File: config.mk
export PLATFORM = sky130hd
export DESIGN_NAME = rx_seq_strip
export DESIGN_NICKNAME = d
export VERILOG_FILES = /design/src/rtl/rx_seq_strip.sv
export SDC_FILE = /design/constraint.sdc
export NUM_CORES = 1
export LEC_CHECK = 0
export BUFFER_PORTS_ARGS = -buffer_cell sky130_fd_sc_hd__clkbuf_2
export CORE_MARGIN = 4
export CORE_UTILIZATION = 55
export DETAILED_ROUTE_END_ITERATION = 12
export PLACE_DENSITY = 0.83
export SLEW_MARGIN = 0
export SYNTH_ARGS = -nofsm -noshare
export SYNTH_HDL_FRONTEND = slang
export SYNTH_SLANG_ARGS = --single-unit
File: constraint.sdc
create_clock -name m_axis_aclk -period 5.4 [get_ports m_axis_aclk]
set_input_delay 0.27 -clock m_axis_aclk [delete_from_list [all_inputs] [get_ports m_axis_aclk]]
set_output_delay 0.27 -clock m_axis_aclk [all_outputs]
set_load 0.02 [all_outputs]
File: src/rtl/rx_seq_strip.sv
// rx_seq_strip: RX-side sequence-word stripper and continuity checker.
// Takes the Aurora RX AXI-Stream, which has no backpressure. In strip mode the trailing
// 32-bit sequence word of each frame is removed and checked for continuity. Frames are
// buffered in a first-word fall-through FIFO towards the user master port.
// Optional feature macro: RX_SEQ_STATS_EN enables the saturating statistics counters
// (frame_cnt, seq_err_cnt, drop_cnt, runt_cnt). When the macro is undefined, those
// outputs are tied to zero.
module rx_seq_strip #(
  parameter int unsigned DATA_WIDTH = 32,
  parameter int unsigned FIFO_DEPTH = 16,
  parameter int unsigned CNT_WIDTH  = 16
) (
  input  logic                  m_axis_aclk,
  input  logic                  sys_reset,
  // RX stream, no tready: every valid beat must be consumed
  input  logic                  s_axis_tvalid,
  input  logic [DATA_WIDTH-1:0] s_axis_tdata,
  input  logic                  s_axis_tlast,
  // User stream
  output logic                  m_axis_tvalid,
  output logic [DATA_WIDTH-1:0] m_axis_tdata,
  output logic                  m_axis_tlast,
  input  logic                  m_axis_tready,
  // Control and status
  input  logic                  ctrl_strip_seq_en,
  input  logic                  clr_stats,
  output logic [31:0]           seq_last,
  output logic                  seq_err,
  output logic                  ovf_err,
  output logic [CNT_WIDTH-1:0]  frame_cnt,
  output logic [CNT_WIDTH-1:0]  seq_err_cnt,
  output logic [CNT_WIDTH-1:0]  drop_cnt,
  output logic [CNT_WIDTH-1:0]  runt_cnt
);

  localparam int unsigned PtrW = $clog2(FIFO_DEPTH);
  localparam int unsigned CntW = PtrW + 1;

  typedef enum logic {HoldEmpty, HoldFull} hold_state_e;
  typedef enum logic {SeqSync, SeqTrack} seq_state_e;

  // Frame tracking / hold register
  logic                  strip_q, strip_d;
  logic                  strip_eff;
  logic                  in_frame_q, in_frame_d;
  logic                  boundary;
  hold_state_e           hold_state_q, hold_state_d;
  logic [DATA_WIDTH-1:0] hold_data_q, hold_data_d;

  // Push request towards the FIFO
  logic                  push_req;
  logic [DATA_WIDTH-1:0] push_data;
  logic                  push_last;

  // Sequence checking
  logic                  seq_chk;
  seq_state_e            seq_state_q, seq_state_d;
  seq_state_e            seq_state_cur;
  logic [31:0]           seq_last_q, seq_last_d;
  logic                  seq_err_q, seq_err_d;

  // FIFO
  logic [DATA_WIDTH:0]   fifo_mem_q [FIFO_DEPTH];
  logic [PtrW-1:0]       wr_ptr_q, wr_ptr_d;
  logic [PtrW-1:0]       rd_ptr_q, rd_ptr_d;
  logic [CntW-1:0]       count_q, count_d;
  logic                  fifo_valid;
  logic                  fifo_full;
  logic                  pop;
  logic                  push_ok;
  logic                  drop;
  logic                  ovf_err_q, ovf_err_d;

  // A frame boundary means no partial frame is pending anywhere in the input stage.
  assign boundary  = (hold_state_q == HoldEmpty) && !in_frame_q;
  // The mode is sampled at the boundary so that the first beat of a frame already uses it.
  assign strip_eff = boundary ? ctrl_strip_seq_en : strip_q;

  // Hold-register FSM: delays payload by one word so the trailing word can be dropped
  always_comb begin
    strip_d      = strip_eff;
    in_frame_d   = in_frame_q;
    hold_state_d = hold_state_q;
    hold_data_d  = hold_data_q;
    push_req     = 1'b0;
    push_data    = '0;
    push_last    = 1'b0;
    seq_chk      = 1'b0;
    if (s_axis_tvalid) begin
      in_frame_d = !s_axis_tlast;
      if (strip_eff) begin
        unique case (hold_state_q)
          HoldEmpty: begin
            if (!s_axis_tlast) begin
              hold_data_d  = s_axis_tdata;
              hold_state_d = HoldFull;
            end else begin
              // Runt frame: the only beat is the sequence word
              seq_chk = 1'b1;
            end
          end
          HoldFull: begin
            push_req  = 1'b1;
            push_data = hold_data_q;
            push_last = s_axis_tlast;
            if (s_axis_tlast) begin
              seq_chk      = 1'b1;
              hold_state_d = HoldEmpty;
            end else begin
              hold_data_d = s_axis_tdata;
            end
          end
          default: ;
        endcase
      end else begin
        push_req  = 1'b1;
        push_data = s_axis_tdata;
        push_last = s_axis_tlast;
      end
    end
  end

  // Sequence FSM: a fresh enable of strip mode resynchronises the tracker
  always_comb begin
    seq_state_cur = (strip_eff && !strip_q) ? SeqSync : seq_state_q;
    seq_state_d   = seq_state_cur;
    seq_last_d    = seq_last_q;
    seq_err_d     = 1'b0;
    if (seq_chk) begin
      seq_last_d  = s_axis_tdata;
      seq_state_d = SeqTrack;
      if ((seq_state_cur == SeqTrack) && (s_axis_tdata != seq_last_q + 32'd1)) begin
        seq_err_d = 1'b1;
      end
    end
  end

  // FIFO control: a full FIFO still accepts a push when a pop frees a slot this cycle
  always_comb begin
    fifo_valid = (count_q != '0);
    fifo_full  = (count_q == CntW'(FIFO_DEPTH));
    pop        = fifo_valid && m_axis_tready;
    push_ok    = push_req && (!fifo_full || pop);
    drop       = push_req && !push_ok;
    wr_ptr_d   = push_ok ? wr_ptr_q + 1'b1 : wr_ptr_q;
    rd_ptr_d   = pop ? rd_ptr_q + 1'b1 : rd_ptr_q;
    unique case ({push_ok, pop})
      2'b10:   count_d = count_q + CntW'(1);
      2'b01:   count_d = count_q - CntW'(1);
      default: count_d = count_q;
    endcase
    if (clr_stats) begin
      ovf_err_d = 1'b0;
    end else if (drop) begin
      ovf_err_d = 1'b1;
    end else begin
      ovf_err_d = ovf_err_q;
    end
  end

  // Control and status state
  always_ff @(posedge m_axis_aclk or posedge sys_reset) begin
    if (sys_reset) begin
      strip_q      <= 1'b0;
      in_frame_q   <= 1'b0;
      hold_state_q <= HoldEmpty;
      hold_data_q  <= '0;
      seq_state_q  <= SeqSync;
      seq_last_q   <= '0;
      seq_err_q    <= 1'b0;
      wr_ptr_q     <= '0;
      rd_ptr_q     <= '0;
      count_q      <= '0;
      ovf_err_q    <= 1'b0;
    end else begin
      strip_q      <= strip_d;
      in_frame_q   <= in_frame_d;
      hold_state_q <= hold_state_d;
      hold_data_q  <= hold_data_d;
      seq_state_q  <= seq_state_d;
      seq_last_q   <= seq_last_d;
      seq_err_q    <= seq_err_d;
      wr_ptr_q     <= wr_ptr_d;
      rd_ptr_q     <= rd_ptr_d;
      count_q      <= count_d;
      ovf_err_q    <= ovf_err_d;
    end
  end

  // FIFO storage, no reset needed: contents are qualified by count_q
  always_ff @(posedge m_axis_aclk) begin
    if (push_ok) begin
      fifo_mem_q[wr_ptr_q] <= {push_last, push_data};
    end
  end

  assign m_axis_tvalid = fifo_valid;
  assign m_axis_tdata  = fifo_valid ? fifo_mem_q[rd_ptr_q][DATA_WIDTH-1:0] : '0;
  assign m_axis_tlast  = fifo_valid ? fifo_mem_q[rd_ptr_q][DATA_WIDTH] : 1'b0;
  assign seq_last      = seq_last_q;
  assign seq_err       = seq_err_q;
  assign ovf_err       = ovf_err_q;

`ifdef RX_SEQ_STATS_EN
  logic [CNT_WIDTH-1:0] frame_cnt_q, frame_cnt_d;
  logic [CNT_WIDTH-1:0] seq_err_cnt_q, seq_err_cnt_d;
  logic [CNT_WIDTH-1:0] drop_cnt_q, drop_cnt_d;
  logic [CNT_WIDTH-1:0] runt_cnt_q, runt_cnt_d;
  logic                 frame_inc;
  logic                 runt_inc;

  function automatic logic [CNT_WIDTH-1:0] sat_inc(input logic [CNT_WIDTH-1:0] v);
    return (&v) ? v : v + 1'b1;
  endfunction

  assign frame_inc = s_axis_tvalid && s_axis_tlast;
  assign runt_inc  = frame_inc && strip_eff && (hold_state_q == HoldEmpty);

  // Saturating counters; a clear pulse overrides a coincident increment
  always_comb begin
    frame_cnt_d   = frame_inc ? sat_inc(frame_cnt_q) : frame_cnt_q;
    seq_err_cnt_d = seq_err_d ? sat_inc(seq_err_cnt_q) : seq_err_cnt_q;
    drop_cnt_d    = drop ? sat_inc(drop_cnt_q) : drop_cnt_q;
    runt_cnt_d    = runt_inc ? sat_inc(runt_cnt_q) : runt_cnt_q;
    if (clr_stats) begin
      frame_cnt_d   = '0;
      seq_err_cnt_d = '0;
      drop_cnt_d    = '0;
      runt_cnt_d    = '0;
    end
  end

  // Counter registers
  always_ff @(posedge m_axis_aclk or posedge sys_reset) begin
    if (sys_reset) begin
      frame_cnt_q   <= '0;
      seq_err_cnt_q <= '0;
      drop_cnt_q    <= '0;
      runt_cnt_q    <= '0;
    end else begin
      frame_cnt_q   <= frame_cnt_d;
      seq_err_cnt_q <= seq_err_cnt_d;
      drop_cnt_q    <= drop_cnt_d;
      runt_cnt_q    <= runt_cnt_d;
    end
  end

  assign frame_cnt   = frame_cnt_q;
  assign seq_err_cnt = seq_err_cnt_q;
  assign drop_cnt    = drop_cnt_q;
  assign runt_cnt    = runt_cnt_q;
`else
  assign frame_cnt   = '0;
  assign seq_err_cnt = '0;
  assign drop_cnt    = '0;
  assign runt_cnt    = '0;
`endif

endmodule

==> flow_summary.ini <==
[critical_path]
rr_worst_depth = 7
path_max_fanout = 82
end_kind = primary output
cp_top_family = flip-flops
worst_path_max_delay_cell = dfrtp_4
slowest_delay_ns = 1.00
worstSetupStartpoint = rd_ptr_q[1]
crit_type = flip-flop to primary output
cp.required_ns = 5.13
critPathLaunchType = flip-flop
worstSetupPathDepth = 5
arrival_ns = 3.49
r2r-end = fifo_mem_q[3][27]
path_common_cell = mux4_2
crit_buf_inv = 2
rr_startpoint = hold_state_q
r2r_slack_ns = 1.66
cp-endpoint = m_axis_tdata[12]
cp_cell_sequence = buf_12 -> mux4_2 -> mux4_2 -> and2_1 -> clkbuf_2

[floorplan]
die_h_microns = 224
die_w_microns = 224
initial_core_util_pct = 56.0
row_count = 78
dieArea_sq_um = 50000
io-pin-count = 171
core-area_sq_um = 45700

[synth]
synthMuxAreaShare_pct = 17.6
yosysUniqueCellTypes = 61
synth_edf_count = 528
synth_fa_ha_area_share_pct = 0.519
synth-simple-area-share_pct = 4.84
ys_seq_elements = 611
ys_seq_area_share_pct = 70.1
postSynthCellCount = 1365
synth-xor-area-share_pct = 1.85
synthArstFlopShare_pct = 13.6
syn_avg_cell_area_sq_um = 18.7
ys.flop_type = edfxtp_1
synth-compound-area-share_pct = 1.83
netlist_area_sq_um = 25600
ys.warnings.count = 0
synth_top_family_by_area = multiplexers

[pwr]
p_per_area_nw_per_um2 = 575
ir_drop_mv = 0.432
power_frac_seq_pct = 41.5
combPwrFrac_pct = 33.7
p_leak_nw = 9.95
p_int_mw = 11.0
p_sw_mw = 5.63
power.total_mw = 16.7
p_clk_share_pct = 24.8
swShare_pct = 33.8

[final_layout]
antenna_cells = 0
mostFrequentLayoutCells = edfxtp_1 (528), mux4_2 (165), clkbuf_2 (106)
syn_to_final_growth_pct = 13.4
nFillCells = 3022
final_common_cell = edfxtp_1
fin_util_pct = 63.5
fin_nets = 1574
drive_gt1_share_pct = 32.1

[clock_tree]
cts.root.buffer_cell = clkbuf_16
clockBufferDepth = 3
cts_inserted_buffers = 58
clkLatencyLatePin_ns = 0.61
cts_tree = built
cts_sinks = 611
htree_levels = 2
cts_resized = 0
path_clk_slew_ns = 0.06

[timing]
setup_violations = 0
fmaxAchievable_mhz = 266
slew_headroom_pct = 11.6
final.min_clock_period_ns = 3.76
final_max_slew_viol_count = 0
report.final.hold_viol_count = 0
final.setup.tns_ns = 0
tightestPinTransition_ns = 1.33
rsz0062_at_grt = false
clock_skew_ns = 0.0197
final.period_utilization_pct = 69.7

[global_route]
overflow = 0
grt.met1_usage_pct = 33.2
grt_max_degree = 83
grt_pass1_wl_microns = 89200
use_met3_pct = 3.72
busiest_layer = met2
antenna_found_initial = 0
grt_pass1_vias = 13900
grtUsageTotal_pct = 23.7
grt_use_met2_pct = 40.0

[min_path]
hold_class = input pin to flip-flop

[drt]
via_count = 13400
drtIter0Drc = 1547
wl_per_cell_microns = 27.1
remaining_drc_errors = 0
wl_microns = 58800
drt_pass1_iterations = 5
final_antenna_net_count = 0
via_per_inst = 6.15

[placed_design]
io_buffers = 106
dp_hpwl_microns = 33800
gp_congestion = 0.834

[status]
status = finished, final reports clean

[flow_run]
drv_cap = 0
[repair_timing]
action / CTS / global route
hold endpoints to repair: 57 / 0
buffers inserted: 0 / 0
hold buffers: 31 / 0
[power by group through the flow]
stage	registers (mW)	clock network [mW]	logic (mW)
3_5_place_dp	6.99	0	5.57
6_report	6.91	4.14	5.63
2_1_floorplan	6.73	0	4.02
4_1_cts	6.91	4.18	5.66
5_1_grt	6.99	4.41	6.02
3_3_place_gp	6.92	0	5.44
[cell families (layout without fill, tap and decap cells)]
logic type               Yosys count  in the layout
flip-flops                       611            611
XOR/XNOR                          54             54
multiplexers                     235            235
buffers and inverters            147            294
other                              1             64
AO/OA/AOI/OAI                     74             74
adder cells (fa/ha/maj)           10             10
AND/OR/NAND/NOR                  233            233
[how the worst min path moves through the flow]
stage,from,to,slack (ns),cells after the start
2_1_floorplan,clr_stats,ovf_err,0.34,1
3_3_place_gp,sys_reset,seq_last[3],0.11,2
3_5_place_dp,sys_reset,seq_last[3],0.11,2
4_1_cts,ctrl_strip_seq_en,seq_state_q,0.002,4
5_1_grt,s_axis_tdata[19],seq_last[19],0.03,3
6_report,ctrl_strip_seq_en,seq_state_q,0.03,4
[layer usage]
| metal | vias to the layer above | part of all wire, % |
|---|---|---|
| li1 | 5604 | - |
| met1 | 6959 | 37 |
| met2 | 721 | 52 |
| met3 | 96 | 8.7 |
| met4 | 0 | 2.2 |
| met5 | - | 0 |
[synth_stat cells, types with 3 or more instances]
library cell | number | area (sq um)
dfrtp_1 | 83 | 2080
and2_1 | 45 | 282
xor2_1 | 21 | 184
a21oi_1 | 40 | 200
nor4_1 | 7 | 43.8
buf_4 | 66 | 495
buf_1 | 12 | 45.0
clkbuf_1 | 44 | 165
nand3b_1 | 3 | 22.5
nand3_1 | 13 | 65.1
nor3_1 | 18 | 90.1
nor2_1 | 20 | 75.1
xnor2_1 | 33 | 289
nor4_2 | 3 | 37.5
inv_1 | 11 | 41.3
a21o_1 | 3 | 22.5
edfxtp_1 | 528 | 15900
mux2i_1 | 4 | 40.0
mux4_2 | 165 | 3720
or4_1 | 3 | 22.5
ha_1 | 9 | 113
mux2_1 | 5 | 56.3
o21ai_0 | 9 | 45.0
nand2_1 | 88 | 330
mux2_2 | 61 | 687
buf_2 | 12 | 60.1
nor3b_1 | 3 | 22.5
nand4_1 | 14 | 87.6
[flip-flops by register name, summed over array words and instances, names as in the netlist]
signal	count
seq_err	1
count_q	5
seq_last	32
hold_state_q	1
in_frame_q	1
strip_q	1
wr_ptr_q	4
fifo_mem_q	528
ovf_err	1
hold_data_q	32
seq_state_q	1
rd_ptr_q	4
[layout make-up]
type / instances / area [sq um] / area share (%)
clock inverters: 44 / 438 / 1.51
well taps: 600 / 751 / 2.59
repair buffers: 172 / 1140 / 3.94
inverters: 12 / 46.3 / 0.160
multi-input cells: 670 / 7150 / 24.7
flip-flops and latches: 611 / 17900 / 61.9
clock buffers: 66 / 1510 / 5.22
[worst reg2reg max path, cell delays in order, from the launching register on]
cell	delay [ns]
dfrtp_1	0.43
nor2_1	0.27
mux2i_4	0.27
buf_4	0.37
o21ai_2	0.11
buf_4	0.26
nor4_1	0.60
and2_2	1.02
[metrics by stage]
step	hold WS [ns]	std cells	worst slack (ns)	area [sq um]
finish	0.0317	2175	1.64	29000
global route	0.0339	2175	1.51	29000
CTS	0.00186	2174	1.62	29000
detailed placement	0.113	2033	1.76	26700
global placement	0.109	2033	1.88	26700
floorplan	0.336	1428	0.958	25800
Note: power is estimated with default switching activity, not from simulation.
